==> config.mk <==
export PLATFORM = sky130hd
export DESIGN_NAME = pc_stack
export DESIGN_NICKNAME = d
export VERILOG_FILES = /design/src/rtl/pc_stack.sv
export SDC_FILE = /design/constraint.sdc
export NUM_CORES = 1
export LEC_CHECK = 0
export ABC_CLOCK_PERIOD_IN_PS = 3300
export CORE_UTILIZATION = 45
export DETAILED_ROUTE_END_ITERATION = 7
export PLACE_DENSITY = 0.67
export SETUP_SLACK_MARGIN = 0.05
export SYNTH_ARGS = -nofsm -noshare
export SYNTH_HDL_FRONTEND = slang
export SYNTH_SLANG_ARGS = --single-unit
==> constraint.sdc <==
create_clock -name clk -period 3.3 [get_ports clk]
set_clock_uncertainty 0.05 [all_clocks]
set_input_delay 0.66 -clock clk [delete_from_list [all_inputs] [get_ports clk]]
set_output_delay 0.66 -clock clk [all_outputs]
set_load 0.05 [all_outputs]
==> src/rtl/pc_stack.sv <==
// Program counter with a LIFO return-address stack: load, call, ret, branch and inc
// commands in fixed priority, plus sticky overflow/underflow flags.
module pc_stack #(
    parameter int WIDTH = 16,
    parameter int DEPTH = 8,
    parameter int STEP  = 1
) (
    input  logic                     clk,
    input  logic                     reset,
    input  logic [WIDTH-1:0]         in,
    input  logic [WIDTH-1:0]         offset,
    input  logic                     load,
    input  logic                     call,
    input  logic                     ret,
    input  logic                     branch,
    input  logic                     inc,
    input  logic                     stall,
    input  logic                     err_clr,
    output logic [WIDTH-1:0]         out,
    output logic [$clog2(DEPTH):0]   sp,
    output logic                     stack_empty,
    output logic                     stack_full,
    output logic                     overflow_err,
    output logic                     underflow_err
);

    localparam int AW  = $clog2(DEPTH);
    localparam int SPW = AW + 1;
    localparam logic [WIDTH-1:0] STEP_W   = WIDTH'(STEP);
    localparam logic [SPW-1:0]   DEPTH_SP = SPW'(DEPTH);

    logic [WIDTH-1:0] stack [DEPTH];

    logic [WIDTH-1:0] pc_reg, pc_next;
    logic [SPW-1:0]   sp_reg, sp_next;
    logic             ovf_reg, ovf_next;
    logic             unf_reg, unf_next;

    logic             empty, full;
    logic             do_load, do_call, do_ret, do_branch, do_inc;
    logic             push, pop, ovf_set, unf_set;
    logic [WIDTH-1:0] ret_addr;
    logic [WIDTH-1:0] top;
    logic [AW-1:0]    push_idx, top_idx;

    assign empty = (sp_reg == '0);
    assign full  = (sp_reg == DEPTH_SP);

    // Only the highest-priority asserted command is allowed to have any effect.
    assign do_load   = !stall && load;
    assign do_call   = !stall && !load && call;
    assign do_ret    = !stall && !load && !call && ret;
    assign do_branch = !stall && !load && !call && !ret && branch;
    assign do_inc    = !stall && !load && !call && !ret && !branch && inc;

    assign push    = do_call && !full;
    assign ovf_set = do_call && full;
    assign pop     = do_ret && !empty;
    assign unf_set = do_ret && empty;

    assign ret_addr = pc_reg + STEP_W;
    assign push_idx = sp_reg[AW-1:0];
    // When full, the low bits wrap to zero and minus one lands on DEPTH-1.
    assign top_idx  = sp_reg[AW-1:0] - AW'(1);
    assign top      = stack[top_idx];

    always_comb begin
        pc_next = pc_reg;
        sp_next = sp_reg;
        if (do_load) begin
            pc_next = in;
        end else if (push) begin
            pc_next = in;
            sp_next = sp_reg + SPW'(1);
        end else if (pop) begin
            pc_next = top;
            sp_next = sp_reg - SPW'(1);
        end else if (do_branch) begin
            pc_next = pc_reg + offset;
        end else if (do_inc) begin
            pc_next = pc_reg + STEP_W;
        end
    end

    // Clear acts even during stall; a fresh error on the same edge wins.
    always_comb begin
        ovf_next = err_clr ? 1'b0 : ovf_reg;
        unf_next = err_clr ? 1'b0 : unf_reg;
        if (ovf_set) ovf_next = 1'b1;
        if (unf_set) unf_next = 1'b1;
    end

    always_ff @(posedge clk or posedge reset) begin
        if (reset) begin
            pc_reg  <= '0;
            sp_reg  <= '0;
            ovf_reg <= 1'b0;
            unf_reg <= 1'b0;
        end else begin
            pc_reg  <= pc_next;
            sp_reg  <= sp_next;
            ovf_reg <= ovf_next;
            unf_reg <= unf_next;
        end
    end

    // Storage is left uncleared by reset; entries above sp are never read.
    always_ff @(posedge clk) begin
        if (push && !reset) begin
            stack[push_idx] <= ret_addr;
        end
    end

    assign out           = pc_reg;
    assign sp            = sp_reg;
    assign stack_empty   = empty;
    assign stack_full    = full;
    assign overflow_err  = ovf_reg;
    assign underflow_err = unf_reg;

endmodule

==> metrics.txt, run 1 <==
# TYPE chip_impl_metric gauge
chip_impl_info{name="crit_path_start_kind",value="register"} 1
chip_impl_metric{name="max_cap_viol_count",unit=""} 0
chip_impl_metric{name="core_area",unit="mm2"} 0.0159
chip_impl_metric{name="die-width",unit="um"} 129
chip_impl_metric{name="die-height",unit="um"} 129
chip_impl_metric{name="timing.final.crit_share",unit=""} 0.924
chip_impl_info{name="routed.top_layer",value="met4"} 1
chip_impl_metric{name="worstSkewPairLatency",unit="ps"} 420
chip_impl_metric{name="netlist.area_leader.share",unit=""} 0.526
chip_impl_metric{name="postCtsSetupBuffers",unit=""} 0
chip_impl_metric{name="p_comb_frac",unit=""} 0.409
chip_impl_metric{name="antenna_found_initial",unit=""} 0
chip_impl_metric{name="num_antenna_cells",unit=""} 0
chip_impl_metric{name="final_max_slew_viol_count",unit=""} 0
chip_impl_metric{name="mappedNetlistArea",unit="mm2"} 0.00730
chip_impl_metric{name="drtPass1Iterations",unit=""} 5
chip_impl_metric{name="syn_area_per_cell",unit="um2"} 13.9
chip_impl_metric{name="power_density",unit="mW/mm2"} 825
chip_impl_metric{name="ioPinCount",unit=""} 65
chip_impl_metric{name="grt_pass1_vias",unit=""} 5035
chip_impl_info{name="grt_setup_unrepaired",value="false"} 1
chip_impl_info{name="result_of_the_run",value="finished, final reports clean"} 1
chip_impl_metric{name="power_leakage",unit="nW"} 3.10
chip_impl_metric{name="post_cts_resized",unit=""} 0
chip_impl_metric{name="final-setup-viol-count",unit=""} 0
chip_impl_info{name="synthMostInstantiatedCell",value="sky130_fd_sc_hd__edfxtp_1"} 1
chip_impl_metric{name="ys.warnings.count",unit=""} 0
chip_impl_metric{name="cts_hold_buffers",unit=""} 0
chip_impl_metric{name="fin_tns_setup",unit="ps"} 0
chip_impl_metric{name="total_power",unit="W"} 0.00735
chip_impl_metric{name="share_clk_of_total_power",unit=""} 0.246
chip_impl_metric{name="period_minus_slack",unit="ps"} 3050
chip_impl_metric{name="max_slew.worst_pin.slew",unit="ps"} 979
chip_impl_metric{name="peak_supply_drop",unit="mV"} 0.511
chip_impl_info{name="worst_hold_startpoint",value="underflow_err"} 1
chip_impl_metric{name="syn_to_final_growth",unit="%"} 22.0
chip_impl_info{name="critical_path.reg2reg.startpoint",value="out[0]"} 1
chip_impl_metric{name="total_number_of_vias",unit=""} 5005
chip_impl_info{name="worstSetupPathType",value="reg2out"} 1
chip_impl_metric{name="post_synth_num_cell_types",unit=""} 67
chip_impl_metric{name="hold-path-cell-count",unit=""} 2
chip_impl_metric{name="hold_violations",unit=""} 0
chip_impl_info{name="r2r-end",value="out[8]"} 1
chip_impl_metric{name="post-dp-hpwl",unit="um"} 12800
chip_impl_metric{name="detailroute.wirelength.met3",unit="um"} 1300
chip_impl_info{name="tritoncts",value="built"} 1
chip_impl_metric{name="fmax",unit="GHz"} 0.328
chip_impl_metric{name="nNetsFinal",unit=""} 683
chip_impl_metric{name="cts_buffers",unit=""} 17
chip_impl_metric{name="grt_start_max_net_pins",unit=""} 38
chip_impl_metric{name="gp_congestion",unit=""} 0.882
chip_impl_metric{name="clk_pin_slew",unit="ps"} 60
chip_impl_metric{name="crit_fanout",unit=""} 37
chip_impl_metric{name="drcViolationCount",unit=""} 0
chip_impl_metric{name="place_inst",unit=""} 818
chip_impl_metric{name="power_frac_seq",unit=""} 0.344
chip_impl_metric{name="reg2reg_depth",unit=""} 8
chip_impl_metric{name="portBuffers",unit=""} 64
chip_impl_metric{name="postRouteWirelength",unit="um"} 19000
chip_impl_metric{name="initial_utilization",unit=""} 0.460
chip_impl_metric{name="die-area",unit="mm2"} 0.0167
chip_impl_metric{name="groute.usage.overall",unit=""} 0.240
chip_impl_metric{name="clockBufferDepth",unit=""} 2
chip_impl_metric{name="gr-total-overflow",unit=""} 0
chip_impl_info{name="dominantRegCellSynth",value="sky130_fd_sc_hd__edfxtp_1"} 1
chip_impl_info{name="synthDominantAreaCellType",value="sky130_fd_sc_hd__edfxtp_1"} 1
chip_impl_metric{name="met1_length",unit="um"} 7780
chip_impl_metric{name="final.hold.worst_slack",unit="ps"} 475
chip_impl_info{name="critPathCaptureType",value="primary output"} 1
chip_impl_metric{name="postRouteAntennaNets",unit=""} 0
chip_impl_metric{name="synthesis.nets",unit=""} 589
chip_impl_metric{name="clkSinkCount",unit=""} 150
chip_impl_metric{name="slew-limit-headroom",unit=""} 0.344
chip_impl_metric{name="synth.ff_latch_count",unit=""} 150
chip_impl_metric{name="first_pass_grt_wire_length",unit="um"} 28800
chip_impl_metric{name="worst-endpoint-required",unit="ps"} 2590
chip_impl_metric{name="largest_register_ffs",unit=""} 128
chip_impl_info{name="holdCritPathClass",value="reg2reg"} 1
chip_impl_metric{name="power_switching_share",unit=""} 0.373
chip_impl_info{name="synth.cells.most_frequent",value="sky130_fd_sc_hd__edfxtp_1 (128), sky130_fd_sc_hd__nand2_1 (50), sky130_fd_sc_hd__nand3_1 (38)"} 1
chip_impl_metric{name="n_fill_cell",unit=""} 1272
chip_impl_metric{name="final_cells",unit=""} 850
chip_impl_metric{name="avgRoutedWirePerCell",unit="um"} 22.4
chip_impl_metric{name="fp-row-count",unit=""} 46
chip_impl_metric{name="wl_met2",unit="um"} 9520
chip_impl_metric{name="synth_async_sr_flop_share",unit=""} 0.147
chip_impl_metric{name="setup.reg_to_reg.worst_slack",unit="ps"} 560
chip_impl_metric{name="synth-edff-count",unit=""} 128
chip_impl_metric{name="cts_h_tree_depth",unit=""} 4
chip_impl_metric{name="post_drt_via_cell_ratio",unit=""} 5.89
chip_impl_metric{name="layout-drive-gt1-share",unit=""} 0.181
chip_impl_info{name="synth.area.top_cells",value="sky130_fd_sc_hd__edfxtp_1 (53%), sky130_fd_sc_hd__mux4_2 (9.9%), sky130_fd_sc_hd__dfrtp_1 (7.5%), sky130_fd_sc_hd__ha_1 (3.3%), sky130_fd_sc_hd__nand3_1 (2.6%)"} 1
chip_impl_info{name="worst_hold_path.endpoint",value="underflow_err"} 1
chip_impl_metric{name="worstPathArrival",unit="ps"} 2340
chip_impl_metric{name="p_int",unit="W"} 0.00461
chip_impl_metric{name="stdcell_area",unit="mm2"} 0.00891
chip_impl_metric{name="initialDrtViolationCount",unit=""} 529
chip_impl_metric{name="netlist_instances",unit=""} 527
chip_impl_metric{name="synth_sequential_area_ratio",unit=""} 0.602
chip_impl_metric{name="p_switching",unit="W"} 0.00274
chip_impl_info{name="cts-root-buf",value="sky130_fd_sc_hd__clkbuf_16"} 1
chip_impl_metric{name="detailed_place.area",unit="mm2"} 0.00835
==> through the flow <==
stage | utilization | setup WS [ps]
4_1_cts | 0.561 | 202
5_1_grt | 0.561 | 128
3_5_place_dp | 0.526 | 147
2_1_floorplan | - | -36.3
3_3_place_gp | 0.526 | 176
6_report | 0.561 | 251
==> placed cells by master, fill, tap and decap left out, drive strengths merged, types with 2 or more instances in the layout <==
cell type	instances
o22ai	8
clkinvlp	2
clkdlybuf4s50	63
clkbuf	19
nor4	2
a211oi	4
dfrtp	22
nand4	6
inv	18
fa	2
a31oi	3
mux2i	3
or3	5
o311ai	2
o211ai	5
buf	33
nand3	39
and2	2
nand2	51
edfxtp	128
o221ai	2
a21o	4
mux4	32
ha	19
nor3	14
clkinv	5
nor2	28
xor2	12
or4	2
a2111oi	2
o31ai	2
nand2b	2
o21ai	19
xnor2	17
and3	8
a21oi	25
o21bai	4
==> worst max-delay path by stage <==
| stage | from | end | cells past startpoint |
|---|---|---|---|
| global route | sp[0] | sp[0] | 2 |
| floorplan | sp[0] | stack[7][0] | 9 |
| finish | sp[0] | sp[0] | 2 |
| CTS | sp[0] | sp[0] | 2 |
| detailed placement | offset[0] | out[8] | 9 |
| global placement | offset[0] | out[8] | 9 |
==> metal layers <==
metal,vias up,track usage
met4,0,0.0927
met3,26,0.0462
met5,-,0
met1,2510,0.303
li1,2249,-
met2,220,0.410
==> power groups by stage <==
stage / clock network (W) / logic, W / registers [W]
finish: 0.00181 / 0.00301 / 0.00253
global route: 0.00191 / 0.00324 / 0.00255
CTS: 0.00183 / 0.00301 / 0.00252
detailed placement: 0 / 0.00299 / 0.00256
global placement: 0 / 0.00297 / 0.00255
floorplan: 0 / 0.00185 / 0.00278
==> layout make-up <==
type / instances / area (um2) / area share
sequential: 150 / 4400 / 0.493
multi-input combinational: 343 / 2760 / 0.310
timing repair buffer: 96 / 878 / 0.0986
clock buffer: 19 / 433 / 0.0486
tap: 216 / 270 / 0.0303
clock inverter: 13 / 121 / 0.0136
inverter: 13 / 50.0 / 0.00562
==> cells by family (layout without fill, tap and decap cells) <==
logic type	count (synthesis)	in the layout	share of synthesized area
compound gates	92	92	0.0831
mux	36	36	0.104
buf+inv	34	141	0.0228
simple gates	165	165	0.113
xor+xnor	29	29	0.0368
flops	150	150	0.602
fa+ha+maj	21	21	0.0380
==> critical path, stage by stage, from the launching register on <==
cell and delay, ps:
sky130_fd_sc_hd__dfrtp_2 380, sky130_fd_sc_hd__buf_4 590, sky130_fd_sc_hd__clkdlybuf4s50_1 930
No activity file was read; power rests on OpenSTA's default activity.
==> run 2, diff against run 1 <==
--- a/config.mk
+++ b/config.mk
@@ -6,9 +6,12 @@
 export NUM_CORES = 1
 export LEC_CHECK = 0
 export ABC_CLOCK_PERIOD_IN_PS = 3300
-export CORE_UTILIZATION = 45
+export CELL_PAD_IN_SITES_DETAIL_PLACEMENT = 1
+export CELL_PAD_IN_SITES_GLOBAL_PLACEMENT = 2
+export CORE_UTILIZATION = 41
 export DETAILED_ROUTE_END_ITERATION = 7
-export PLACE_DENSITY = 0.67
+export DONT_BUFFER_PORTS = 1
+export PLACE_DENSITY_LB_ADDON = 0.1
 export SETUP_SLACK_MARGIN = 0.05
 export SYNTH_ARGS = -nofsm -noshare
 export SYNTH_HDL_FRONTEND = slang
==> metrics.txt, run 2 (synthesis results as in run 1) <==
# TYPE chip_impl_metric gauge
chip_impl_metric{name="layout-drive-gt1-share",unit=""} 0.220
chip_impl_metric{name="first_pass_grt_wire_length",unit="um"} 30700
chip_impl_metric{name="detailroute.wirelength.met3",unit="um"} 1040
chip_impl_metric{name="portBuffers",unit=""} 0
chip_impl_metric{name="peak_supply_drop",unit="mV"} 0.435
chip_impl_metric{name="die-area",unit="mm2"} 0.0183
chip_impl_metric{name="worstPathArrival",unit="ps"} 3000
chip_impl_info{name="routed.top_layer",value="met4"} 1
chip_impl_metric{name="cts_buffers",unit=""} 17
chip_impl_info{name="critical-path-slowest-cell",value="sky130_fd_sc_hd__xor2_1"} 1
chip_impl_info{name="tritoncts",value="built"} 1
chip_impl_metric{name="cts_h_tree_depth",unit=""} 4
chip_impl_metric{name="max_cap_viol_count",unit=""} 0
chip_impl_metric{name="initial_utilization",unit=""} 0.421
chip_impl_metric{name="avgRoutedWirePerCell",unit="um"} 25.5
chip_impl_metric{name="total_number_of_vias",unit=""} 4750
chip_impl_metric{name="clkSinkCount",unit=""} 150
chip_impl_metric{name="wl_met2",unit="um"} 10300
chip_impl_metric{name="die-width",unit="um"} 135
chip_impl_info{name="final_common_cell",value="sky130_fd_sc_hd__edfxtp_1"} 1
chip_impl_info{name="layout_common_cells",value="sky130_fd_sc_hd__edfxtp_1 (128), sky130_fd_sc_hd__nand2_1 (50), sky130_fd_sc_hd__buf_4 (40)"} 1
chip_impl_metric{name="num_antenna_cells",unit=""} 0
chip_impl_metric{name="final_util",unit=""} 0.484
chip_impl_info{name="cts-root-buf",value="sky130_fd_sc_hd__clkbuf_16"} 1
chip_impl_metric{name="syn_to_final_growth",unit="%"} 15.0
chip_impl_metric{name="crit_fanout",unit=""} 9
chip_impl_metric{name="postCtsSetupBuffers",unit=""} 0
chip_impl_info{name="critPathCaptureType",value="register"} 1
chip_impl_metric{name="gr-total-overflow",unit=""} 0
chip_impl_metric{name="post_drt_via_cell_ratio",unit=""} 5.92
chip_impl_info{name="crit_path_start_kind",value="register"} 1
chip_impl_metric{name="minimum_setup_slack_after_placement",unit="ps"} 552
chip_impl_info{name="worstSetupPathType",value="reg2reg"} 1
chip_impl_metric{name="cts_hold_buffers",unit=""} 0
chip_impl_info{name="result_of_the_run",value="finished, final reports clean"} 1
chip_impl_metric{name="final_max_slew_viol_count",unit=""} 0
chip_impl_metric{name="n_fill_cell",unit=""} 1755
chip_impl_metric{name="timing.final.crit_share",unit=""} 0.824
chip_impl_metric{name="final-setup-viol-count",unit=""} 0
chip_impl_metric{name="core_area",unit="mm2"} 0.0174
chip_impl_metric{name="met1_length",unit="um"} 8830
chip_impl_metric{name="die-height",unit="um"} 135
chip_impl_metric{name="hold_violations",unit=""} 0
chip_impl_metric{name="initialDrtViolationCount",unit=""} 282
chip_impl_metric{name="postRouteAntennaNets",unit=""} 0
chip_impl_metric{name="postRouteWirelength",unit="um"} 20500
chip_impl_metric{name="fmax",unit="GHz"} 0.368
chip_impl_metric{name="power_leakage",unit="nW"} 2.92
chip_impl_metric{name="grt_pass1_vias",unit=""} 5044
chip_impl_metric{name="fp-row-count",unit=""} 48
chip_impl_metric{name="antenna_found_initial",unit=""} 0
chip_impl_metric{name="power_density",unit="mW/mm2"} 885
chip_impl_metric{name="fin_tns_setup",unit="ps"} 0
chip_impl_metric{name="ioPinCount",unit=""} 65
chip_impl_metric{name="clk_pin_slew",unit="ps"} 70
chip_impl_metric{name="grt_start_max_net_pins",unit=""} 23
chip_impl_metric{name="max_slew.worst_pin.slew",unit="ps"} 998
chip_impl_metric{name="gp_congestion",unit=""} 0.905
chip_impl_metric{name="timing.critical_path.slowest_cell_delay",unit="ps"} 570
chip_impl_metric{name="largest_register_ffs",unit=""} 128
chip_impl_metric{name="worst-endpoint-required",unit="ps"} 3580
chip_impl_info{name="grt_setup_unrepaired",value="false"} 1
chip_impl_metric{name="post_cts_resized",unit=""} 0
chip_impl_metric{name="layout.area.seq",unit="mm2"} 0.00440
chip_impl_metric{name="slew-limit-headroom",unit=""} 0.331
chip_impl_info{name="worstPathCellList",value="buf_4 -> ha_1 -> nand4_1 -> nor2_1 -> and3_1 -> xor2_1 -> o21ai_0 -> o22ai_1"} 1
chip_impl_info{name="holdCritPathClass",value="in2async"} 1
chip_impl_metric{name="multi_input_area",unit="mm2"} 0.00277
chip_impl_metric{name="post-dp-hpwl",unit="um"} 14200
chip_impl_metric{name="drcViolationCount",unit=""} 0
chip_impl_metric{name="groute.usage.overall",unit=""} 0.238
chip_impl_metric{name="period_minus_slack",unit="ps"} 2720
chip_impl_metric{name="worstSkewPairLatency",unit="ps"} 440
chip_impl_metric{name="clockBufferDepth",unit=""} 2
chip_impl_metric{name="total_power",unit="W"} 0.00743
chip_impl_metric{name="fin_ws",unit="ps"} 582
chip_impl_metric{name="nNetsFinal",unit=""} 627
chip_impl_metric{name="drtPass1Iterations",unit=""} 4
-- run 2: worst max-delay path: cells and delay by family (launching register included) --
family	cells	cell delay (ps)
AOI/OAI and AO/OA	2	390
xor gates and xnor gates	1	570
adders and majority gates	1	250
buffers and inverters	1	290
DFF	1	360
and+or+nand+nor	3	700
-- run 2: layout make-up --
| class | instances | area share |
|---|---|---|
| inverters | 13 | 0.00596 |
| flip-flops and latches | 150 | 0.523 |
| clock buffers | 17 | 0.0507 |
| repair buffers | 40 | 0.0358 |
| clock inverters | 15 | 0.0213 |
| well taps | 225 | 0.0335 |
| multi-input cells | 343 | 0.329 |
-- run 2: power by group --
part           total [W]  switching [W]  leakage (nW)  internal [W]
logic            0.00289        0.00178          1.22       0.00111
registers        0.00255       0.000228          1.41       0.00232
clock network    0.00199       0.000897         0.295       0.00109
-- run 2: per-stage QoR --
stage | instance area (um2) | instances | hold slack [ps]
4_1_cts | 8400 | 803 | 264
3_5_place_dp | 7790 | 771 | 626
3_3_place_gp | 7790 | 771 | 613
5_1_grt | 8400 | 803 | 278
2_1_floorplan | 7310 | 527 | 599
6_report | 8400 | 803 | 272
-- run 2: metal layers --
layer | track usage | vias up
li1 | - | 2141
met1 | 0.307 | 2464
met2 | 0.404 | 127
met3 | 0.0464 | 18
met4 | 0.0730 | 0
met5 | 0 | -
-- run 2: final timing paths --
check / startpoint / to / slack, ps / cells past startpoint
max: out[0] / out[10] / 580 / 8
min: reset / sp[1] / 270 / 1
max reg2reg: out[0] / out[10] / 580 / 8
min reg2reg: out[3] / out[3] / 670 / 2
max in group asynchronous: reset / sp[0] / 2280 / 1
min in group clk: err_clr / overflow_err / 270 / 1
